===== src/rtl/yacht_score_card.sv =====
// Two-player Yacht scorecard: validates and records score commits, keeps
// the upper-section sums, the one-time upper bonus and the running totals,
// and serves a registered single-cell query port for the FSM and displays.
//
// state  | meaning
// IDLE   | ready for a commit; latches player/cat/score on acceptance
// CHECK  | reject out-of-range or already-used category
// WRITE  | record score, mark cell used, update total and upper sum
// BONUS  | grant the upper bonus once, pulse ack, refresh game_over
module yacht_score_card #(
    parameter int NUM_CAT      = 12,
    parameter int UPPER_CATS   = 6,
    parameter int BONUS_THRESH = 63,
    parameter int BONUS_PTS    = 35
) (
    input  logic       clk,
    input  logic       reset,
    input  logic       new_game,
    input  logic       commit_valid,
    output logic       commit_ready,
    input  logic       commit_player,
    input  logic [3:0] commit_cat,
    input  logic [7:0] commit_score,
    output logic       commit_ack,
    output logic       commit_err,
    input  logic       query_player,
    input  logic [3:0] query_cat,
    output logic       query_used,
    output logic [7:0] query_score,
    output logic [8:0] p1_total,
    output logic [8:0] p2_total,
    output logic       p1_bonus,
    output logic       p2_bonus,
    output logic       game_over
);

    localparam logic [3:0] NUM_C    = 4'(NUM_CAT);
    localparam logic [3:0] UPPER_C  = 4'(UPPER_CATS);
    localparam logic [8:0] THRESH_C = 9'(BONUS_THRESH);
    localparam logic [8:0] PTS_C    = 9'(BONUS_PTS);

    typedef enum logic [1:0] {S_IDLE, S_CHECK, S_WRITE, S_BONUS} state_t;

    state_t             state_q;
    logic               player_q;
    logic [3:0]         cat_q;
    logic [7:0]         score_q;
    logic [7:0]         card_q  [2][NUM_CAT];
    logic [NUM_CAT-1:0] used_q  [2];
    logic [8:0]         upper_q [2];
    logic [8:0]         total_q [2];
    logic [1:0]         bonus_q;
    logic               ack_q;
    logic               err_q;
    logic               over_q;
    logic               query_used_q;
    logic [7:0]         query_score_q;

    logic               reject_d;
    logic [8:0]         total_wr_d;
    logic [8:0]         upper_wr_d;
    logic               grant_d;
    logic [8:0]         total_bonus_d;

    function automatic logic [8:0] sat_add(input logic [8:0] a, input logic [8:0] b);
        logic [9:0] s;
        s = {1'b0, a} + {1'b0, b};
        return s[9] ? 9'h1FF : s[8:0];
    endfunction

    // Next-state arithmetic for the latched commit, shared by CHECK/WRITE/BONUS.
    always_comb begin
        reject_d      = 1'b1;
        if (cat_q < NUM_C) begin
            reject_d = used_q[player_q][cat_q];
        end
        total_wr_d    = sat_add(total_q[player_q], {1'b0, score_q});
        upper_wr_d    = sat_add(upper_q[player_q], {1'b0, score_q});
        grant_d       = (upper_q[player_q] >= THRESH_C) && !bonus_q[player_q];
        total_bonus_d = sat_add(total_q[player_q], PTS_C);
    end

    // Commit FSM and card storage; new_game clears everything like reset.
    always_ff @(posedge clk) begin
        if (reset || new_game) begin
            state_q  <= S_IDLE;
            player_q <= 1'b0;
            cat_q    <= '0;
            score_q  <= '0;
            bonus_q  <= '0;
            ack_q    <= 1'b0;
            err_q    <= 1'b0;
            over_q   <= 1'b0;
            for (int p = 0; p < 2; p++) begin
                used_q[p]  <= '0;
                upper_q[p] <= '0;
                total_q[p] <= '0;
                for (int c = 0; c < NUM_CAT; c++) begin
                    card_q[p][c] <= '0;
                end
            end
        end else begin
            ack_q <= 1'b0;
            err_q <= 1'b0;
            case (state_q)
                S_IDLE: begin
                    if (commit_valid) begin
                        player_q <= commit_player;
                        cat_q    <= commit_cat;
                        score_q  <= commit_score;
                        state_q  <= S_CHECK;
                    end
                end
                S_CHECK: begin
                    if (reject_d) begin
                        err_q   <= 1'b1;
                        state_q <= S_IDLE;
                    end else begin
                        state_q <= S_WRITE;
                    end
                end
                S_WRITE: begin
                    card_q[player_q][cat_q] <= score_q;
                    used_q[player_q][cat_q] <= 1'b1;
                    total_q[player_q]       <= total_wr_d;
                    if (cat_q < UPPER_C) begin
                        upper_q[player_q] <= upper_wr_d;
                    end
                    state_q <= S_BONUS;
                end
                S_BONUS: begin
                    if (grant_d) begin
                        bonus_q[player_q] <= 1'b1;
                        total_q[player_q] <= total_bonus_d;
                    end
                    ack_q   <= 1'b1;
                    over_q  <= (&used_q[0]) && (&used_q[1]);
                    state_q <= S_IDLE;
                end
                default: state_q <= S_IDLE;
            endcase
        end
    end

    // Registered cell read; a same-cycle write is seen on the following read.
    always_ff @(posedge clk) begin
        if (reset || new_game) begin
            query_used_q  <= 1'b0;
            query_score_q <= '0;
        end else if (query_cat < NUM_C) begin
            query_used_q  <= used_q[query_player][query_cat];
            query_score_q <= card_q[query_player][query_cat];
        end else begin
            query_used_q  <= 1'b0;
            query_score_q <= '0;
        end
    end

    assign commit_ready = (state_q == S_IDLE);
    assign commit_ack   = ack_q;
    assign commit_err   = err_q;
    assign query_used   = query_used_q;
    assign query_score  = query_score_q;
    assign p1_total     = total_q[0];
    assign p2_total     = total_q[1];
    assign p1_bonus     = bonus_q[0];
    assign p2_bonus     = bonus_q[1];
    assign game_over    = over_q;

endmodule


===== config.mk =====
export PLATFORM = sky130hd
export DESIGN_NAME = yacht_score_card
export DESIGN_NICKNAME = d
export VERILOG_FILES = /design/src/rtl/yacht_score_card.sv
export SDC_FILE = /design/constraint.sdc
export NUM_CORES = 1
export LEC_CHECK = 0
export CORE_ASPECT_RATIO = 1.1
export CORE_MARGIN = 4
export CORE_UTILIZATION = 54
export DETAILED_ROUTE_END_ITERATION = 10
export PLACE_DENSITY = 0.8
export SETUP_SLACK_MARGIN = 0.5
export SYNTH_ARGS = -nofsm -noshare
export SYNTH_HDL_FRONTEND = slang
export SYNTH_SLANG_ARGS = --single-unit

===== constraint.sdc =====
create_clock -name clk -period 4.2 [get_ports clk]
set_input_delay 0.84 -clock clk [delete_from_list [all_inputs] [get_ports clk]]
set_output_delay 0.84 -clock clk [all_outputs]
set_load 0.02 [all_outputs]

# Word-level counts from Yosys, hierarchy flattened
# Memories as Yosys holds them, arrays and structs flattened. A register that Yosys moved wholly into a read port is not among the register bits.
# Cells that the tools add are included.
# totals
reg_bits	29
latch_bits	0
ramBits	252
rom_bits	0
input_bits	22
output_inout_bits	33
mem_count	4
# memory_table
memory	depth	width	read_ports	rd_ports_with_merged_regs	wr	line_no	text
card_q	2	96	1	0	2	48	logic [7:0] card_q [2][NUM_CAT];
used_q	2	12	4	1	2	49	logic [NUM_CAT-1:0] used_q [2];
total_q	2	9	3	1	2	51	logic [8:0] total_q [2];
upper_q	2	9	1	1	2	50	logic [8:0] upper_q [2];
# op_classes
add_sub_neg	3
multipliers	0
div_mod_pow	0
magnitude_cmp	12
n_eq_ne	4
shifts	0
n_mux	58
bitwise_logic	6
reduce_logical	18
# op_table
operator	n
$mux 96	3
$reduce_or 96->1	1
$mux 9	6
$mux 12	3
$mux 1	34
$bmux 8 s4	1
$demux 8 s4	1
$mux 8	3
$reduce_and 12->1	2
$add 9x8->10	2
$reduce_or 9->1	2
$reduce_or 12->1	1
$add 9x6->10 const B	1
$ge 5x5->1 const B	2
$lt 4x5->1 const B	2
$not 4->5	2
$ge 9x6->1 const B	1
$bmux 1 s4	2
$lt 4x4->1 const B	2
$pmux 2 s4	1
$logic_and 1x1->1	5
$lt 5x1->1 const B	1
$demux 1 s4	1
$eq 2x2->1 const B	2
other kinds (16)	20

# Longest topological paths before layout
# logic_depth
ltp_word	11
depth_mapped	16
ltp_nobuf	12

# Worst setup path before layout
# OpenSTA, ideal clock, no wires.
# synth_timing
kind	register to register
startpoint	register with a tool-made name
endpoint	memory total_q[0][8] (data pin)
setup_time_ns	0.269
t_arrival_ns	3.038
path_slack_ns	0.893
stages_incl_launch_ff	17
period_less_slack_ns	3.307
cell_sequence	dfxtp_1 > buf_6 > buf_4 > buf_2 > buf_2 > mux2i_1 > inv_1 > ha_1 > inv_1 > fa_1 > nor2b_1 > o2111ai_1 > nand3_1 > o41ai_1 > or3b_1 > a2bb2oi_2 > nor2_1
# synth_rtl
element	line_no
end: declaration	51

==> results.json <==
{
  "postCtsHoldBufs": 0,
  "worst-setup-path-type": "reg -> reg",
  "routabilityCongestion": 0.9067,
  "cts_sinks": 282,
  "synthesis.area_sq_um": 12910,
  "start_util": 0.5465,
  "gr-total-overflow": 0,
  "fin_skew_ns": 0.01109,
  "p_int_mw": 4.752,
  "seqPwrFrac": 0.520,
  "ys.flop_type": "edfxtp_1",
  "p_total_mw": 6.074,
  "ctsResizeCount": 0,
  "synth-edff-count": 228,
  "dp_hpwl_microns": 21380,
  "hold_slack_ns": 0.4801,
  "p_leak_nw": 5.549,
  "io_pins": 55,
  "status": "complete, no violations",
  "ctsRootBufferMaster": "clkbuf_16",
  "cts_buffers": 28,
  "wl_per_cell_microns": 23.59,
  "grt_usage": 0.2388,
  "core_sq_um": 23620,
  "drc": 0,
  "synth_nets": 972,
  "pwr-share-clk": 0.408,
  "synthArstFlopShare": 0,
  "cts_setup_buffers": 0,
  "cp-end-kind": "flop",
  "p_switching_mw": 1.322,
  "die_h_microns": 170.2,
  "synth_cell_types": 64,
  "yosys.area.top_type": "edfxtp_1",
  "p_per_area_nw_per_um2": 409.7,
  "wirelength_microns": 31390,
  "fin_ws_ns": 0.9012,
  "antenna_found_initial": 1,
  "dp_cells": 1279,
  "drt-vias-per-instance": 6.147,
  "tightestPinTransition_ns": 0.9217,
  "yosysWarnings": 0,
  "hold_class": "reg -> reg",
  "syn_area_per_cell_sq_um": 13.87,
  "path_cells": "buf_4 -> mux2i_1 -> inv_1 -> ha_1 -> a21o_1 -> a41oi_1 -> a31oi_1 -> o21ai_0 -> a21oi_1 -> o21ba_2 -> nor2_1",
  "dieArea_sq_um": 26450,
  "grt_pass1_vias": 8286,
  "fin_cells": 1331,
  "rows": 59,
  "switching_share": 0.2176,
  "stdcell_area_sq_um": 14820,
  "via_count": 8182,
  "seq_area_frac_synth": 0.6141,
  "clk_latency_ns": 0.54,
  "ys_ff_latch": 282,
  "crit_family": "compound AO/OA/AOI/OAI gates",
  "grt_max_degree": 55,
  "n_fill_cell": 1724,
  "final_util": 0.6275,
  "firstDrtPassIters": 5,
  "fin_tns_setup_ns": 0,
  "pwr-share-comb": 0.071,
  "clk_pin_slew_worst_paths_ns": 0.06,
  "final-hold-violation-count": 0,
  "period_share": 0.7854,
  "detail-route-antenna-nets": 0,
  "min_period_ns": 3.299,
  "syn2layout_area_growth_pct": 14.83,
  "slew_headroom": 0.3841,
  "fmax_ghz": 0.3031,
  "drt_iter0_drc": 649,
  "cts_tree": "done",
  "synth_top_area_frac": 0.5303,
  "htreeDepth": 1,
  "cp_slowest_stage_delay_ns": 0.63,
  "dp_worst_setup_slack_ns": 0.5657,
  "layout.nets": 1045,
  "ir_drop_v": 0.0003546,
  "rsz0062_at_grt": "no",
  "port_buffers": 54,
  "max_cap_violations": 0,
  "cp.required_ns": 4.59,
  "synth_area_leaders": "edfxtp_1 53%, mux4_2 12%, dfxtp_1 8.4%",
  "startpoint_type": "flop",
  "setup_violations": 0,
  "synthCells": 931,
  "crit_path_top_delay_cell": "dfxtp_1",
  "crit_path_max_fanout": 14,
  "cp.buffers_inverters": 2,
  "drv_slew": 0,
  "arrival_ns": 3.69,
  "grt_pass1_wl_microns": 48190,
  "die_w_microns": 155.4,
  "dpl_cell_area_sq_um": 13910,
  "cts_buffer_depth": 3,
  "layout-drive-gt1-share": 0.1871,
  "antenna_cells": 0
}
-- path summary, 6_finish.rpt --
path              depth (start not counted)  slack [ns]        from             to
hold / removal                            2        0.48  bonus_q[0]     bonus_q[0]
hold reg to reg                           2        0.48  bonus_q[0]     bonus_q[0]
setup / recovery                         11        0.90        flop  upper_q[0][6]
setup reg to reg                         11        0.90        flop  upper_q[0][6]
-- worst register-to-register path: stages (launching register included) --
cell and delay, ns:
dfxtp_1 0.63, buf_4 0.32, mux2i_1 0.32, inv_1 0.07, ha_1 0.27, a21o_1 0.13
a41oi_1 0.15, a31oi_1 0.31, o21ai_0 0.13, a21oi_1 0.48, o21ba_2 0.25, nor2_1 0.09
-- sequential cells by signal, summed over array words and instances, names as in the netlist, named ones only --
name and cells:
query_score 8, card_q 192, commit_ack 1, game_over 1, player_q 1, used_q 24
score_q 8, cat_q 4, upper_q 18, commit_err 1, state_q 1, total_q 18
query_used 1, bonus_q 2
-- cells by family (layout without fill, tap and decap cells) --
group / after synthesis / count (layout) / share of synthesized area
muxes: 97 / 97 / 0.1455
buffers and inverters: 77 / 172 / 0.02530
DFF: 282 / 282 / 0.6141
and+or+nand+nor: 313 / 313 / 0.1208
xor gates and xnor gates: 12 / 12 / 0.008141
AOI/OAI and AO/OA: 131 / 131 / 0.06668
adders and majority gates: 19 / 19 / 0.01958
-- power groups by stage --
stage          clock network (mW)  registers, mW  logic [mW]
6_report                     2.48           3.16       0.434
4_1_cts                      2.50           3.16       0.435
3_5_place_dp                    0           3.22       0.432
2_1_floorplan                   0           3.20       0.275
3_3_place_gp                    0           3.21       0.423
5_1_grt                      2.62           3.17       0.464
-- layout by cell type (no fill, tap or decap), types with 11 or more instances in the layout --
cell / count
buf_4: 38
xnor2_1: 11
mux2_2: 17
mux4_2: 70
inv_1: 27
and2_1: 80
clkdlybuf4s50_1: 52
edfxtp_1: 228
a21oi_1: 32
dfxtp_1: 54
nand3_1: 11
nor3_1: 13
clkbuf_16: 30
nor2_1: 88
o21ai_0: 35
a21o_1: 15
nand2_1: 74
ha_1: 17
-- layout make-up --
cell class / count / area [sq um] / share of cell area
timing repair buffer: 92 / 830.8 / 0.05604
clock inverter: 8 / 63.81 / 0.004305
sequential: 282 / 7928 / 0.5348
multi-input combinational: 572 / 4663 / 0.3146
inverter: 28 / 105.1 / 0.007090
tap: 305 / 381.6 / 0.02574
clock buffer: 44 / 852.1 / 0.05748
-- synth_stat cells, drive strengths merged, types with 2 or more instances --
master   number
a211oi        3
a21o         15
a21oi        32
a22oi         9
a2bb2oi       2
a31oi         4
and2         80
and3b         2
buf          15
clkbuf       34
dfxtp        54
edfxtp      228
fa            2
ha           17
inv          27
mux2         19
mux2i         8
mux4         70
nand2        74
nand2b        6
nand3        11
nand3b        4
nand4         8
nor2         89
nor2b        11
nor3         13
nor4          3
o21a          3
o21ai        38
o21bai        2
o22ai         8
o31ai         2
o32ai         2
o41ai         2
or2           5
or3           2
xnor2        11
-- layer usage --
layer	track usage	routed length, microns	vias up	part of all wire
met5	0	7	-	0.00022
met2	0.3915	15150	377	0.48
met3	0.04323	2347	87	0.075
met1	0.3191	12470	4074	0.40
met4	0.09669	1420	2	0.045
li1	-	-	3642	-
Note: power is estimated with default switching activity, not from simulation.
